[src/rtl/timer_pkg.sv]
// Shared types and defaults for the countdown timer controller and its
// optional mm:ss BCD converter (enabled with TIMER_BCD_EN).
package timer_pkg;

  localparam int CNT_W_DEF     = 12;
  localparam int ALARM_SEC_DEF = 5;
  localparam int BCD_DIGIT_W   = 4;

  typedef enum logic [2:0] {
    ST_IDLE   = 3'd0,
    ST_LOADED = 3'd1,
    ST_RUN    = 3'd2,
    ST_PAUSE  = 3'd3,
    ST_ALARM  = 3'd4
  } timer_state_e;

  typedef enum logic [1:0] {
    CV_IDLE = 2'd0,
    CV_MIN  = 2'd1,
    CV_SEC  = 2'd2
  } conv_phase_e;

  // Two-digit BCD increment that saturates at 99.
  function automatic logic [2*BCD_DIGIT_W-1:0] bcd2_inc_sat(input logic [2*BCD_DIGIT_W-1:0] v);
    logic [2*BCD_DIGIT_W-1:0] r;
    if (v == 8'h99) begin
      r = v;
    end else if (v[3:0] == 4'd9) begin
      r = {v[7:4] + 4'd1, 4'd0};
    end else begin
      r = {v[7:4], v[3:0] + 4'd1};
    end
    return r;
  endfunction

endpackage

[src/rtl/mmss_bcd_conv.sv]
// Sequential seconds-to-mm:ss BCD converter: repeated subtract-60 builds the
// minute digits, then subtract-10 splits the seconds. Outputs update on done.
module mmss_bcd_conv
  import timer_pkg::*;
#(
  parameter int CNT_W = CNT_W_DEF
) (
  input  logic             clk,
  input  logic             rst_n,
  input  logic             start_i,
  input  logic [CNT_W-1:0] value_i,
  output logic             busy_o,
  output logic             done_o,
  output logic [7:0]       bcd_min_o,
  output logic [7:0]       bcd_sec_o
);

  localparam logic [CNT_W-1:0] SIXTY = CNT_W'(60);
  localparam logic [CNT_W-1:0] TEN   = CNT_W'(10);

  conv_phase_e      phase_q;
  logic [CNT_W-1:0] work_q;
  logic [7:0]       min_acc_q;
  logic [3:0]       sec_tens_q;
  logic [7:0]       bcd_min_q;
  logic [7:0]       bcd_sec_q;
  logic             done_q;

  // A new start always restarts the conversion, even mid-flight.
  always_ff @(posedge clk or negedge rst_n) begin
    if (!rst_n) begin
      phase_q    <= CV_IDLE;
      work_q     <= {CNT_W{1'b0}};
      min_acc_q  <= 8'h00;
      sec_tens_q <= 4'd0;
      bcd_min_q  <= 8'h00;
      bcd_sec_q  <= 8'h00;
      done_q     <= 1'b0;
    end else begin
      done_q <= 1'b0;
      if (start_i) begin
        work_q     <= value_i;
        min_acc_q  <= 8'h00;
        sec_tens_q <= 4'd0;
        phase_q    <= CV_MIN;
      end else begin
        case (phase_q)
          CV_MIN: begin
            if (work_q >= SIXTY) begin
              work_q    <= work_q - SIXTY;
              min_acc_q <= bcd2_inc_sat(min_acc_q);
            end else begin
              phase_q <= CV_SEC;
            end
          end
          CV_SEC: begin
            if (work_q >= TEN) begin
              work_q     <= work_q - TEN;
              sec_tens_q <= sec_tens_q + 4'd1;
            end else begin
              bcd_sec_q <= {sec_tens_q, work_q[3:0]};
              bcd_min_q <= min_acc_q;
              done_q    <= 1'b1;
              phase_q   <= CV_IDLE;
            end
          end
          CV_IDLE: phase_q <= CV_IDLE;
          default: phase_q <= CV_IDLE;
        endcase
      end
    end
  end

  assign busy_o    = (phase_q != CV_IDLE);
  assign done_o    = done_q;
  assign bcd_min_o = bcd_min_q;
  assign bcd_sec_o = bcd_sec_q;

endmodule

[src/rtl/countdown_timer_ctrl.sv]
// Countdown timer controller: load/run/pause/alarm FSM on debounced pulses and
// a 1 Hz tick. Define TIMER_BCD_EN to add the bcd_min/bcd_sec mm:ss outputs.
module countdown_timer_ctrl
  import timer_pkg::*;
#(
  parameter int CNT_W     = CNT_W_DEF,
  parameter int ALARM_SEC = ALARM_SEC_DEF
) (
  input  logic             clk_50MHz,
  input  logic             reset,
  input  logic             tick_1hz,
  input  logic             result_start,
  input  logic             result_stop,
  input  logic             result_load,
  input  logic             result_reset,
  input  logic [CNT_W-1:0] preset_sec,
  output logic [CNT_W-1:0] remaining_sec,
  output logic             running,
  output logic             buzzer_en,
  output logic             expired
`ifdef TIMER_BCD_EN
  ,
  output logic [7:0]       bcd_min,
  output logic [7:0]       bcd_sec
`endif
);

  localparam int               AW         = $clog2(ALARM_SEC + 1);
  localparam logic [AW-1:0]    ALARM_LAST = AW'(ALARM_SEC - 1);
  localparam logic [CNT_W-1:0] CNT_ZERO   = {CNT_W{1'b0}};
  localparam logic [CNT_W-1:0] CNT_ONE    = CNT_W'(1);

  timer_state_e     state_q;
  logic [CNT_W-1:0] remaining_q;
  logic [AW-1:0]    alarm_cnt_q;
  logic             running_q;
  logic             buzzer_q;
  logic             expired_q;

  // Pulse priority: reset > load > stop > start > tick; a tick is dropped
  // whenever any higher-priority pulse is present in the same cycle.
  always_ff @(posedge clk_50MHz or negedge reset) begin
    if (!reset) begin
      state_q     <= ST_IDLE;
      remaining_q <= CNT_ZERO;
      alarm_cnt_q <= {AW{1'b0}};
      running_q   <= 1'b0;
      buzzer_q    <= 1'b0;
      expired_q   <= 1'b0;
    end else begin
      expired_q <= 1'b0;
      if (result_reset) begin
        state_q     <= ST_IDLE;
        remaining_q <= CNT_ZERO;
        alarm_cnt_q <= {AW{1'b0}};
        running_q   <= 1'b0;
        buzzer_q    <= 1'b0;
      end else if (result_load) begin
        if (preset_sec != CNT_ZERO) begin
          state_q     <= ST_LOADED;
          remaining_q <= preset_sec;
          alarm_cnt_q <= {AW{1'b0}};
          running_q   <= 1'b0;
          buzzer_q    <= 1'b0;
        end else begin
          state_q <= state_q;
        end
      end else if (result_stop) begin
        case (state_q)
          ST_RUN: begin
            state_q   <= ST_PAUSE;
            running_q <= 1'b0;
          end
          ST_ALARM: begin
            state_q     <= ST_IDLE;
            buzzer_q    <= 1'b0;
            alarm_cnt_q <= {AW{1'b0}};
          end
          default: state_q <= state_q;
        endcase
      end else if (result_start) begin
        case (state_q)
          ST_LOADED, ST_PAUSE: begin
            state_q   <= ST_RUN;
            running_q <= 1'b1;
          end
          default: state_q <= state_q;
        endcase
      end else if (tick_1hz) begin
        case (state_q)
          ST_RUN: begin
            if (remaining_q == CNT_ONE) begin
              remaining_q <= CNT_ZERO;
              state_q     <= ST_ALARM;
              running_q   <= 1'b0;
              buzzer_q    <= 1'b1;
              expired_q   <= 1'b1;
              alarm_cnt_q <= {AW{1'b0}};
            end else if (remaining_q != CNT_ZERO) begin
              remaining_q <= remaining_q - CNT_ONE;
            end else begin
              remaining_q <= CNT_ZERO;
            end
          end
          ST_ALARM: begin
            if (alarm_cnt_q == ALARM_LAST) begin
              state_q     <= ST_IDLE;
              buzzer_q    <= 1'b0;
              alarm_cnt_q <= {AW{1'b0}};
            end else begin
              alarm_cnt_q <= alarm_cnt_q + AW'(1);
            end
          end
          default: state_q <= state_q;
        endcase
      end else begin
        state_q <= state_q;
      end
    end
  end

  assign remaining_sec = remaining_q;
  assign running       = running_q;
  assign buzzer_en     = buzzer_q;
  assign expired       = expired_q;

`ifdef TIMER_BCD_EN
  logic [CNT_W-1:0] prev_rem_q;
  logic             conv_start_s;

  assign conv_start_s = (remaining_q != prev_rem_q);

  // Remembers the last count so any change restarts the conversion.
  always_ff @(posedge clk_50MHz or negedge reset) begin
    if (!reset) begin
      prev_rem_q <= CNT_ZERO;
    end else begin
      prev_rem_q <= remaining_q;
    end
  end

  mmss_bcd_conv #(.CNT_W(CNT_W)) u_bcd_conv (
    .clk       (clk_50MHz),
    .rst_n     (reset),
    .start_i   (conv_start_s),
    .value_i   (remaining_q),
    .busy_o    (),
    .done_o    (),
    .bcd_min_o (bcd_min),
    .bcd_sec_o (bcd_sec)
  );
`endif

endmodule
[config.mk]
export PLATFORM = sky130hd
export DESIGN_NAME = countdown_timer_ctrl
export DESIGN_NICKNAME = d
export VERILOG_FILES = /design/src/rtl/timer_pkg.sv /design/src/rtl/mmss_bcd_conv.sv /design/src/rtl/countdown_timer_ctrl.sv
export SDC_FILE = /design/constraint.sdc
export NUM_CORES = 1
export LEC_CHECK = 0
export BUFFER_PORTS_ARGS = -buffer_cell sky130_fd_sc_hd__buf_4
export CAP_MARGIN = 20
export CORE_MARGIN = 1
export CORE_UTILIZATION = 40
export DETAILED_ROUTE_END_ITERATION = 7
export PLACE_DENSITY = 0.74
export SLEW_MARGIN = 20
export SYNTH_ARGS = -nofsm -noshare
export SYNTH_HDL_FRONTEND = slang
export SYNTH_HIERARCHICAL = 1
export SYNTH_SLANG_ARGS = --single-unit
[constraint.sdc]
create_clock -name clk_50MHz -period 2.45 [get_ports clk_50MHz]
set_input_delay 0.49 -clock clk_50MHz [delete_from_list [all_inputs] [get_ports clk_50MHz]]
set_output_delay 0.49 -clock clk_50MHz [all_outputs]
set_load 0.01 [all_outputs]
* Yosys cells after proc, flatten, opt, wreduce, memory -nomap -nowiden
Cells that the tools add are included.
** Word-level totals
- Bits in registers :: 21
- Bits of input ports :: 19
** Cells by class
- Add/sub/neg operators :: 2
- Eq/ne operators :: 18
- Multiplexer cells :: 56
- Reductions and logical operators :: 16
** Operators with widths (number)
- two-way mux 12 bit :: 9
- two-way mux 3 bit :: 18
- two-way mux 1 bit :: 25
- nonzero test 12 bit :: 2
- one-hot mux 3 bit (2 select lines) :: 3
- nonzero test 5 bit :: 3
- AND reduction 7 bit :: 2
- equality test 12 x 1 -> 1 bit, second input constant :: 1
- inequality test 4 x 1 -> 1 bit, second input constant :: 3
- inequality test 6 bit, second input constant :: 2
- AND reduction 6 bit :: 2
- nonzero test 4 bit :: 3
- subtractor 12 x 1 -> 12 bit, second input constant :: 1
- inequality test 5 x 1 -> 1 bit, second input constant :: 2
- inequality test 5 bit, second input constant :: 2
- inequality test 3 x 1 -> 1 bit, second input constant :: 3
- equality test 3 x 2 -> 1 bit, second input constant :: 2
- equality test 3 bit, second input constant :: 2
- nonzero test 3 bit :: 2
- AND reduction 5 bit :: 1
- adder 3 x 1 -> 3 bit, second input constant :: 1
- equality test 3 x 1 -> 1 bit, second input constant :: 1
- one-hot mux 1 bit (2 select lines) :: 1
- OR reduction 2 bit :: 1

* Depth between registers and ports, before layout
- Word-level depth :: 9
- Mapped depth :: 8

* Least setup slack after synthesis
No wires, ideal clock.
- Path kind :: reg2reg
- Start point :: reg remaining_q[1], in the netlist remaining_sec[1]
- End point :: reg state_q[0]
- Setup time :: 0.127 ns
- Arrival :: 2.135 ns
- Path slack :: 0.188 ns
- Cell stages (with the launch flop) :: 8
- Buffers on the path :: 0
- Clock period less this slack :: 2.262 ns
- Path through :: dfrtp_1 inv_1 ha_1 or3b_2 nor3_2 and3b_1 a2111oi_4 mux2_1
** Between the ends
- Longest elaborated chain between the ends :: 3
** Ends and longest elaborated chain
- from (decl) :: RTL line countdown_timer_ctrl.sv:34 : logic [CNT_W-1:0] remaining_q;
- from (signal assigned) :: RTL line countdown_timer_ctrl.sv:61 : remaining_q <= preset_sec;
- from (signal assigned) :: RTL line countdown_timer_ctrl.sv:100 : remaining_q <= remaining_q - CNT_ONE;
- equality test 12 x 1 -> 1 bit :: RTL line countdown_timer_ctrl.sv:92 : if (remaining_q == CNT_ONE) begin
- inequality test 6 bit (no source line)
- AND reduction 7 bit (no source line)
- to (signal assigned) :: RTL line countdown_timer_ctrl.sv:87 : default: state_q <= state_q;
- to (signal assigned) :: RTL line countdown_timer_ctrl.sv:114 : default: state_q <= state_q;
- to (signal assigned) :: RTL line countdown_timer_ctrl.sv:117 : state_q <= state_q;
- to (decl) :: RTL line countdown_timer_ctrl.sv:33 : timer_state_e state_q;
Every way passes these cells.
A chain may end at the register's enable or synchronous reset.

* Final worst setup path
- Start point :: reg remaining_q[0], in the netlist remaining_sec[0]
- End point :: reg remaining_q[10], in the netlist remaining_sec[10]
** Between the ends
- Longest elaborated chain between the ends :: 9
- Elaborated cells between the ends (all ways) :: 11
- Classes of those cells :: add/sub (1); eq/ne (1); mux (8); reduce/logical (1)
** Ends and longest elaborated chain
- subtractor 12 x 1 -> 12 bit / nonzero test 12 bit (equally long branches) :: RTL line countdown_timer_ctrl.sv:100, countdown_timer_ctrl.sv:99
- two-way mux 12 bit :: RTL line countdown_timer_ctrl.sv:99 : end else if (remaining_q != CNT_ZERO) begin
- two-way mux 12 bit * :: RTL line countdown_timer_ctrl.sv:92
- two-way mux 12 bit * :: RTL line countdown_timer_ctrl.sv:90 : case (state_q)
- two-way mux 12 bit * :: RTL line countdown_timer_ctrl.sv:89 : end else if (tick_1hz) begin
- two-way mux 12 bit * :: RTL line countdown_timer_ctrl.sv:81 : end else if (result_start) begin
- two-way mux 12 bit * :: RTL line countdown_timer_ctrl.sv:68 : end else if (result_stop) begin
- two-way mux 12 bit * :: RTL line countdown_timer_ctrl.sv:58 : end else if (result_load) begin
- two-way mux 12 bit * :: RTL line countdown_timer_ctrl.sv:52 : if (result_reset) begin
Every way passes the cells marked *; elsewhere a longest branch is shown, timed or not. The select of a mux whose other input is x is not followed.

==> results.cfg <==
[placed_design]
dpl.cell_count = 264
placement.io_buffers = 33
detailedPlacementHpwl_um = 3060
finalWeightedCongestion = 0.950

[synth]
async_set_or_reset_flop_fraction_in_the_synthesized_netlist = 1.00
synth.distinct_cells = 54
synth-seq-cells = 21
leading_area_contributor_after_synthesis = sky130_fd_sc_hd__dfrtp_1
most_area_consuming_cells_after_synthesis = sky130_fd_sc_hd__dfrtp_1, sky130_fd_sc_hd__nor2_1, sky130_fd_sc_hd__o21ai_0
synthesis.nets = 203
number_of_instances_in_the_synthesized_netlist = 180
synth_top_area_share = 0.341
synth-edff-count = 0
synth_ff_type = sky130_fd_sc_hd__dfrtp_1
synth.avg_cell_area_sq_um = 8.57
area_of_the_mapped_netlist_sq_mm = 0.00154
synth_sequential_area_ratio = 0.341
synth-warning-count = 6

[routing]
post-route-drc-count = 0
vias = 1588
vias_per_cell = 5.84
routed_wire_length_per_instance_um = 15.3
drtIter0Drc = 99
ant_nets = 0
routed_wirelength_um = 4160
detailedRoute.firstPassIterationCount = 4

[timing]
setup_viol = 0
slew_violations = 0
final.hold.worst_slack_ns = 0.0919
min_period_over_period = 0.959
finalHoldViolCount = 0
clock_skew_ns = 0.00540
max_slew_margin = 0.685
fmax_mhz = 426
timing.final.crit_period_ns = 2.35
tightest_slew_ns = 0.469

[critical_path]
critical_path_arrival_ns = 2.51
r2r.worst_path.cells = 7
timing.critical_path.slowest_stage_cell = sky130_fd_sc_hd__or3b_2
critical_path_buf_inv_count = 1
rr_startpoint = remaining_sec[0]
cp_num_cells = 7
timing.setup.critical_path_class = flip-flop to flip-flop
critical-path-max-stage-delay_ns = 0.51
timing.critical_path.cells = inv_1, ha_1, or3b_2, or3_2, a21oi_2, o21bai_1, a221o_1
setup.worst_path.start = remaining_sec[0]
critical_path.startpoint_type = flip-flop
cpLargestDelayFamily = simple AND/OR/NAND/NOR gates
critPathMaxFanout = 7
worstPathRequired_ns = 2.61
cp_endpoint_kind = flip-flop

[layout]
most-common-layout-cells = sky130_fd_sc_hd__buf_4, sky130_fd_sc_hd__dfrtp_1, sky130_fd_sc_hd__nor2_1
final_common_cell = sky130_fd_sc_hd__buf_4
num_antenna_cells = 0
drive_above_1_share = 0.317
p_r_area_growth_vs_syn_pct = 28.2
fin_cells = 272
fin_nets = 248

[clock_tree]
clkLatencyLatePin_ns = 0.27
clock_tree_from_tritoncts = yes
clock-root-buffer = sky130_fd_sc_hd__clkbuf_8
cts-hold-fix-buffers = 0
max_buffers_root_to_sink = 2
cts_inserted_buffers = 3
htreeDepth = 1
clk_transition_reported_paths_ns = 0.08
clock-sinks = 21

[floorplan]
top_level_port_count = 34
fp-row-count = 22
chipHeight_um = 64.1
die-area_sq_mm = 0.00411
die_w_um = 64.1
start_util = 0.418
core_sq_mm = 0.00369

[pwr]
total_chip_power_mw = 1.15
p_per_area_mw_per_mm2 = 579
maximum_ir_drop_on_the_vdd_rail_mv = 0.408
power_leakage_nw = 0.887

[grt]
grt_usage = 0.215
first_global_vias = 1517
grt_first_pass_wirelength_um = 6840
global_route_overflow = 0
grt_max_degree = 22
grt_antenna_before_repair = 0

[run]
drv.max_cap_violation_count = 0

[min_path]
hold_path_class = input pin to async pin

[status]
status = completed
==> per-stage QoR <==
stage | worst slack, ns | util | instance area (sq um) | setup TNS, ns
final | 0.102 | 0.536 | 1980 | 0
after global routing | -0.0117 | 0.536 | 1980 | -0.0117
after CTS | 0.0532 | 0.525 | 1940 | 0
after detailed placement | 0.0812 | 0.512 | 1890 | 0
after global placement | 0.154 | 0.512 | 1890 | 0
after floorplan | 0.188 | - | 1540 | 0
==> cell families after synthesis <==
family          synth area share
buf+inv                   0.0576
simple gates               0.266
mux                       0.0146
fa+ha+maj                 0.0324
compound gates             0.283
xor+xnor                 0.00568
flops                      0.341
==> path summary, 6_finish.rpt <==
path                                endpoint  slack, ns
setup / recovery           remaining_sec[10]       0.10
min in group clk_50MHz     remaining_sec[11]       0.44
max in group asynchronous   remaining_sec[0]       2.13
hold / removal                alarm_cnt_q[0]       0.09
hold reg to reg               alarm_cnt_q[2]       0.49
setup reg to reg           remaining_sec[10]       0.10
==> what timing repair did <==
| action | 4_1_cts | 5_1_grt |
|---|---|---|
| resized for setup | 0 | 3 |
| buffers inserted | 0 | 4 |
| endpoints found under the setup margin | 0 | 2 |
==> area by class of cell <==
cell class	count	area [sq um]
clock buffer	3	41.3
clock inverter	1	5.00
fill	364	1710
inverter	8	30.0
sequential	21	526
timing repair buffer	50	375
multi-input combinational	141	941
tap	48	60.1
==> synth_stat cells, types with 3 or more instances <==
| master | n |
|---|---|
| sky130_fd_sc_hd__nand2_1 | 12 |
| sky130_fd_sc_hd__dfrtp_1 | 21 |
| sky130_fd_sc_hd__o31ai_1 | 5 |
| sky130_fd_sc_hd__ha_1 | 4 |
| sky130_fd_sc_hd__or3_1 | 3 |
| sky130_fd_sc_hd__clkbuf_1 | 5 |
| sky130_fd_sc_hd__o21ai_0 | 12 |
| sky130_fd_sc_hd__inv_1 | 8 |
| sky130_fd_sc_hd__nor2_1 | 19 |
| sky130_fd_sc_hd__nor3_1 | 7 |
| sky130_fd_sc_hd__nor4_1 | 5 |
| sky130_fd_sc_hd__o21bai_1 | 3 |
| sky130_fd_sc_hd__nor3b_1 | 4 |
| sky130_fd_sc_hd__nand3_1 | 5 |
| sky130_fd_sc_hd__o21ai_1 | 8 |
| sky130_fd_sc_hd__a21oi_1 | 11 |
==> sequential cells by signal, indices dropped and copies added (netlist names) <==
name	flops
expired	1
remaining_sec	12
alarm_cnt_q	3
buzzer_en	1
state_q	3
running	1
==> power breakdown <==
| group | internal, mW | switching (mW) | leakage (nW) |
|---|---|---|---|
| clock network | 0.114 | 0.125 | 0.0255 |
| logic | 0.224 | 0.257 | 0.583 |
| registers | 0.383 | 0.0428 | 0.278 |
==> routing by layer <==
layer  share of wire  routed length, um  GRT usage  vias up
met1            0.44               1830      0.277      751
met4           0.021                 89     0.0778        0
met2            0.47               1970      0.359       63
met5               0                  0          0        -
met3           0.065                272     0.0375       11
li1                -                  -          -      763
==> worst reg2reg max path, stage by stage (launching register included) <==
cell                       delay [ns]
sky130_fd_sc_hd__dfrtp_1         0.45
sky130_fd_sc_hd__inv_1           0.11
sky130_fd_sc_hd__ha_1            0.24
sky130_fd_sc_hd__or3b_2          0.51
sky130_fd_sc_hd__or3_2           0.44
sky130_fd_sc_hd__a21oi_2         0.14
sky130_fd_sc_hd__o21bai_1        0.06
sky130_fd_sc_hd__a221o_1         0.28
Power figures use the tool's default switching activity.
